[config.mk]
export PLATFORM = sky130hd
export DESIGN_NAME = vga_sprite_display
export DESIGN_NICKNAME = d
export VERILOG_FILES = /design/src/rtl/vga_sprite_display.sv
export SDC_FILE = /design/constraint.sdc
export NUM_CORES = 1
export LEC_CHECK = 0
export CAP_MARGIN = 40
export CORE_MARGIN = 2
export CORE_UTILIZATION = 54
export CTS_CLUSTER_SIZE = 20
export DETAILED_ROUTE_END_ITERATION = 12
export DONT_BUFFER_PORTS = 1
export PLACE_DENSITY = 0.72
export SLEW_MARGIN = 20
export SYNTH_ARGS = -nofsm -noshare
export SYNTH_HDL_FRONTEND = slang
export SYNTH_SLANG_ARGS = --single-unit
[constraint.sdc]
create_clock -name clk -period 2.3 [get_ports clk]
set_input_delay 0.23 -clock clk [delete_from_list [all_inputs] [get_ports clk]]
set_output_delay 0.23 -clock clk [all_outputs]
set_load 0.005 [all_outputs]
[src/rtl/vga_sprite_display.sv]
// vga_sprite_display
//   Scans a 640x480@60 VGA raster (800x525 total) and paints one filled
//   rectangular sprite, a ground band along the bottom and a flat background
//   as 12-bit RGB444. The sprite position coming from the bounce logic is
//   captured once per frame at the start of vertical blanking, so a frame is
//   never drawn with a half-updated position; frame_tick marks that moment so
//   game logic can pace itself to the display.
//
//   The raster geometry is parameterised (defaults give standard 640x480@60)
//   so the same block can drive a reduced raster when that is convenient.
//
// Ports
//   clk         in   1   system clock, rising edge
//   rst         in   1   asynchronous, active-high reset
//   x           in  10   sprite left column, sampled once per frame
//   y           in   9   sprite top line, sampled once per frame
//   hsync       out  1   horizontal sync, active low, registered
//   vsync       out  1   vertical sync, active low, registered
//   rgb         out 12   pixel colour {R,G,B}, registered, 0 when blanked
//   video_on    out  1   registered pixel lies in the visible area
//   frame_tick  out  1   one-clk pulse at start of vertical blanking
module vga_sprite_display #(
  parameter int          CLK_DIV      = 4,
  parameter int          SPRITE_W     = 16,
  parameter int          SPRITE_H     = 16,
  parameter int          GROUND_Y     = 440,
  parameter logic [11:0] SPRITE_COLOR = 12'hF00,
  parameter logic [11:0] GROUND_COLOR = 12'h0A0,
  parameter logic [11:0] BG_COLOR     = 12'h00F,
  parameter int          H_VISIBLE    = 640,
  parameter int          H_FRONT      = 16,
  parameter int          H_SYNC       = 96,
  parameter int          H_BACK       = 48,
  parameter int          V_VISIBLE    = 480,
  parameter int          V_FRONT      = 10,
  parameter int          V_SYNC       = 2,
  parameter int          V_BACK       = 33
) (
  input  logic        clk,
  input  logic        rst,
  input  logic [9:0]  x,
  input  logic [8:0]  y,
  output logic        hsync,
  output logic        vsync,
  output logic [11:0] rgb,
  output logic        video_on,
  output logic        frame_tick
);

  localparam int               DIV_W    = (CLK_DIV > 1) ? $clog2(CLK_DIV) : 1;
  localparam logic [DIV_W-1:0] DIV_LAST = DIV_W'(CLK_DIV - 1);

  localparam logic [9:0] H_VIS    = 10'(H_VISIBLE);
  localparam logic [9:0] HS_FIRST = 10'(H_VISIBLE + H_FRONT);
  localparam logic [9:0] HS_LAST  = 10'(H_VISIBLE + H_FRONT + H_SYNC - 1);
  localparam logic [9:0] H_LAST   = 10'(H_VISIBLE + H_FRONT + H_SYNC + H_BACK - 1);
  localparam logic [9:0] V_VIS    = 10'(V_VISIBLE);
  localparam logic [9:0] VS_FIRST = 10'(V_VISIBLE + V_FRONT);
  localparam logic [9:0] VS_LAST  = 10'(V_VISIBLE + V_FRONT + V_SYNC - 1);
  localparam logic [9:0] V_LAST   = 10'(V_VISIBLE + V_FRONT + V_SYNC + V_BACK - 1);
  localparam logic [9:0] V_GROUND = 10'(GROUND_Y);

  // Largest positions that still keep the whole sprite on screen.
  localparam logic [9:0]  SX_MAX  = 10'(H_VISIBLE - SPRITE_W);
  localparam logic [8:0]  SY_MAX  = 9'(V_VISIBLE - SPRITE_H);
  localparam logic [10:0] SPR_W11 = 11'(SPRITE_W);
  localparam logic [10:0] SPR_H11 = 11'(SPRITE_H);

  logic [DIV_W-1:0] div_cnt;
  logic             tick;
  logic [9:0]       h_cnt;
  logic [9:0]       v_cnt;
  logic [9:0]       sx;
  logic [8:0]       sy;
  logic             at_latch;
  logic             visible;
  logic             in_sprite;
  logic [10:0]      h11, v11, sx11, sy11;
  logic [11:0]      pixel_color;

  // Pixel-rate enable; with CLK_DIV=1 DIV_LAST is 0 and tick is always high.
  assign tick = (div_cnt == DIV_LAST);

  // NOTE: state registers use non-blocking assignments so every flop samples
  // the pre-edge value of the others, independent of process ordering.
  always_ff @(posedge clk or posedge rst) begin
    if (rst)       div_cnt <= '0;
    else if (tick) div_cnt <= '0;
    else           div_cnt <= div_cnt + DIV_W'(1);
  end

  always_ff @(posedge clk or posedge rst) begin
    if (rst) begin
      h_cnt <= '0;
      v_cnt <= '0;
    end else if (tick) begin
      if (h_cnt == H_LAST) begin
        h_cnt <= '0;
        v_cnt <= (v_cnt == V_LAST) ? '0 : v_cnt + 10'd1;
      end else begin
        h_cnt <= h_cnt + 10'd1;
      end
    end
  end

  // First pixel of vertical blanking: take the new position here so the whole
  // next frame is drawn from one consistent (x,y).
  assign at_latch = tick && (h_cnt == '0) && (v_cnt == V_VIS);

  always_ff @(posedge clk or posedge rst) begin
    if (rst) begin
      sx         <= '0;
      sy         <= '0;
      frame_tick <= 1'b0;
    end else begin
      frame_tick <= at_latch;
      if (at_latch) begin
        sx <= (x > SX_MAX) ? SX_MAX : x;
        sy <= (y > SY_MAX) ? SY_MAX : y;
      end
    end
  end

  // NOTE: every signal driven here gets a value on every path (defaults
  // first), so no latches are inferred.
  always_comb begin
    // Bounds are compared one bit wider so sx+SPRITE_W cannot wrap.
    h11       = {1'b0, h_cnt};
    v11       = {1'b0, v_cnt};
    sx11      = {1'b0, sx};
    sy11      = {2'b00, sy};
    visible   = (h_cnt < H_VIS) && (v_cnt < V_VIS);
    in_sprite = (h11 >= sx11) && (h11 < sx11 + SPR_W11) &&
                (v11 >= sy11) && (v11 < sy11 + SPR_H11);
    pixel_color = 12'h000;
    if (visible) begin
      if (in_sprite)              pixel_color = SPRITE_COLOR;
      else if (v_cnt >= V_GROUND) pixel_color = GROUND_COLOR;
      else                        pixel_color = BG_COLOR;
    end
  end

  // One-tick output pipeline, driven from the pre-increment counters.
  always_ff @(posedge clk or posedge rst) begin
    if (rst) begin
      hsync    <= 1'b1;
      vsync    <= 1'b1;
      rgb      <= 12'h000;
      video_on <= 1'b0;
    end else if (tick) begin
      hsync    <= !((h_cnt >= HS_FIRST) && (h_cnt <= HS_LAST));
      vsync    <= !((v_cnt >= VS_FIRST) && (v_cnt <= VS_LAST));
      rgb      <= pixel_color;
      video_on <= visible;
    end
  end

endmodule

==> metrics.cfg <==
[run_status]
status = finished, final reports clean

[logic_synthesis]
syn_area_per_cell_um2 = 9.22
yosys_most_used_dff = dfrtp_1
netlist_instances = 341
synthAdderAreaFrac_pct = 15.1
synth_seq_area_share_pct = 38.3
yosys.area.top_type_share_pct = 36.6
synth-simple-area-share_pct = 19.0
ys_async_sr_fraction_pct = 100
synth_top_cell_by_area = dfrtp_1
synth_most_common_cell = dfrtp_1
synth_common_cells = 46 x dfrtp_1, 38 x ha_1, 33 x nand2_1
synth_xor_area_share_pct = 5.29
synth-compound-area-share_pct = 15.5
mappedNetlistArea_um2 = 3140
synth_edf_count = 0
synth_seq_cells = 48
muxShareOfSynthArea_pct = 0
synth_area_leaders = dfrtp_1 37%, ha_1 15%, xnor2_1 4.2%
synth_top_family_by_area = simple AND/OR/NAND/NOR gates
yosys_warnings = 0
yosys.cell_types.count = 49

[place]
place_inst = 413
dpl.hpwl_um = 4970
portBuffers = 0
preCtsSetupSlack_ns = 0.0344
gp_congestion = 0.848

[clock_network]
path_clk_slew_ns = 0.09
worstSkewPairLatency_ns = 0.31
cts_buffers = 5
clock_sinks = 48
root_buffer = clkbuf_8
clk_path_buf_depth = 2
cts_tree = done
htreeDepth = 2

[routing]
route.detailed.drc = 0
wl_met3_um = 254
routed-wl-met2_um = 3340
finalWirelength_um = 6660
vias = 2470
routed.top_layer = met4
wl_per_cell_um = 15.7
drt_iter0_markers = 166
wl_met1_um = 2950
avgViaCountPerCell = 5.81
first_pass_iters = 4
postRouteAntennaNets = 0

[timing]
clock.fmax_mhz = 466
fin_skew_ns = 0.00349
hold_viol_final = 0
slew_viol_final = 0
worst_slack_ns = 0.153
fin_crit_sh_pct = 93.3
finalCriticalPeriod_ns = 2.15
finalSetupViolCount = 0

[worst_setup_path]
required_ns = 2.51
crit_path_end_kind = register
startpoint_type = register
critical_path.max_fanout = 3
criticalPathCategory = register to register
worstPathArrival_ns = 2.35

[die]
io_pins = 37
die_h_um = 80.3
row_count = 27
dieArea_um2 = 6450
core_area_um2 = 5570
start_util_pct = 56.4
die_w_um = 80.3

[global_routing]
grt_pass1_vias = 2334
grt_util_all_layers_pct = 22.1
grt_pass1_wl_um = 11000
grt_overflow = 0
grt_antenna_before_repair = 0
grt_max_degree = 33

[finish]
finalNonFillerCells = 425
antenna_cells = 0
area_delta_synth_final_pct = 9.63
drive_above_1_share_pct = 13.3
final_core_util_pct = 61.8
fin_nets = 411

[pwr]
p_per_area_nw_per_um2 = 443
ir_drop_mv = 0.261
power_leakage_nw = 1.62

[worst_hold_path]
hp-class = input pin to register

[run]
max_cap_violations = 0

-- layer usage --
layer  vias up  GRT usage, %
met3        12          3.60
met1      1178          29.4
met4         0          7.63
met2        53          36.6
li1       1227             -
met5         -             0
-- final cells by class --
cell class	instances	area [um2]
repair buffers	20	165
fillers	486	2130
inverters	27	101
well taps	72	90.1
flip-flops and latches	48	1200
multi-input cells	250	1780
clock inverters	3	42.5
clock buffers	5	68.8
-- layout by cell type (no fill, tap or decap), types with 7 or more instances in the layout --
cell type and instances:
a21oi_1 17, buf_4 18, dfrtp_1 46, ha_1 35
inv_1 26, nand2_1 33, nand3_1 11, nand4_1 8
nor2_1 23, nor3_1 7, o21ai_0 24, xnor2_1 14
-- flip-flops by register name, summed over array words and instances (netlist names) --
register,count
sx,10
vsync,1
v_cnt,10
rgb,3
hsync,1
frame_tick,1
video_on,1
h_cnt,10
div_cnt,2
sy,9
-- logic make-up after synthesis --
| kind of cell | Yosys count |
|---|---|
| flops | 48 |
| fa+ha+maj | 38 |
| simple gates | 114 |
| other cells | 1 |
| xor+xnor | 19 |
| compound gates | 77 |
| buf+inv | 44 |
-- through the flow --
step | hold WS (ns) | TNS [ns] | cell area (um2) | power [mW]
after global placement | 0.103 | 0 | 3270 | 0.911
after floorplan | 0.347 | 0 | 3150 | 0.902
after detailed placement | 0.108 | 0 | 3270 | 0.912
after CTS | 0.0258 | 0 | 3390 | 1.54
after global routing | 0.0281 | -0.00408 | 3450 | 1.58
final | 0.0358 | 0 | 3450 | 1.53
-- where the power goes --
group | total [mW] | switching (mW) | internal, mW
clock | 0.626 | 0.304 | 0.322
combinational | 0.0544 | 0.0350 | 0.0194
sequential | 0.847 | 0.00172 | 0.846
-- final timing paths --
check,end,slack [ns],cells after the start,from
worst max register to register,rgb[10]$_DFFE_PP0P_,0.15,10,sy[4]$_DFFE_PP0P_
max in group asynchronous,hsync$_DFFE_PP1P_,1.20,3,rst
min in group asynchronous,video_on$_DFFE_PP0P_,0.34,2,rst
worst min register to register,div_cnt[0]$_DFF_PP0_,0.43,1,div_cnt[0]$_DFF_PP0_
worst max-delay path,rgb[10]$_DFFE_PP0P_,0.15,10,sy[4]$_DFFE_PP0P_
worst min-delay path,sy[2]$_DFFE_PP0P_,0.04,2,y[2]
-- repair_timing --
| action | in CTS | in global routing |
|---|---|---|
| endpoints found under the hold margin | 16 | 0 |
| endpoints found under the setup margin | 0 | 3 |
| hold buffers | 1 | 0 |
| gates resized for setup | 0 | 9 |
| buffers inserted | 0 | 3 |
-- worst max-delay path, cell delays in order (launching register included) --
cell and delay, ns:
dfrtp_1 0.39, ha_2 0.20, nand3_1 0.13, xnor2_2 0.19, ha_4 0.30, nand4b_1 0.09, a211o_1 0.24, o211ai_1 0.11
a2111oi_2 0.07, buf_4 0.15, a22o_1 0.18
(Power assumes the default switching activity.)
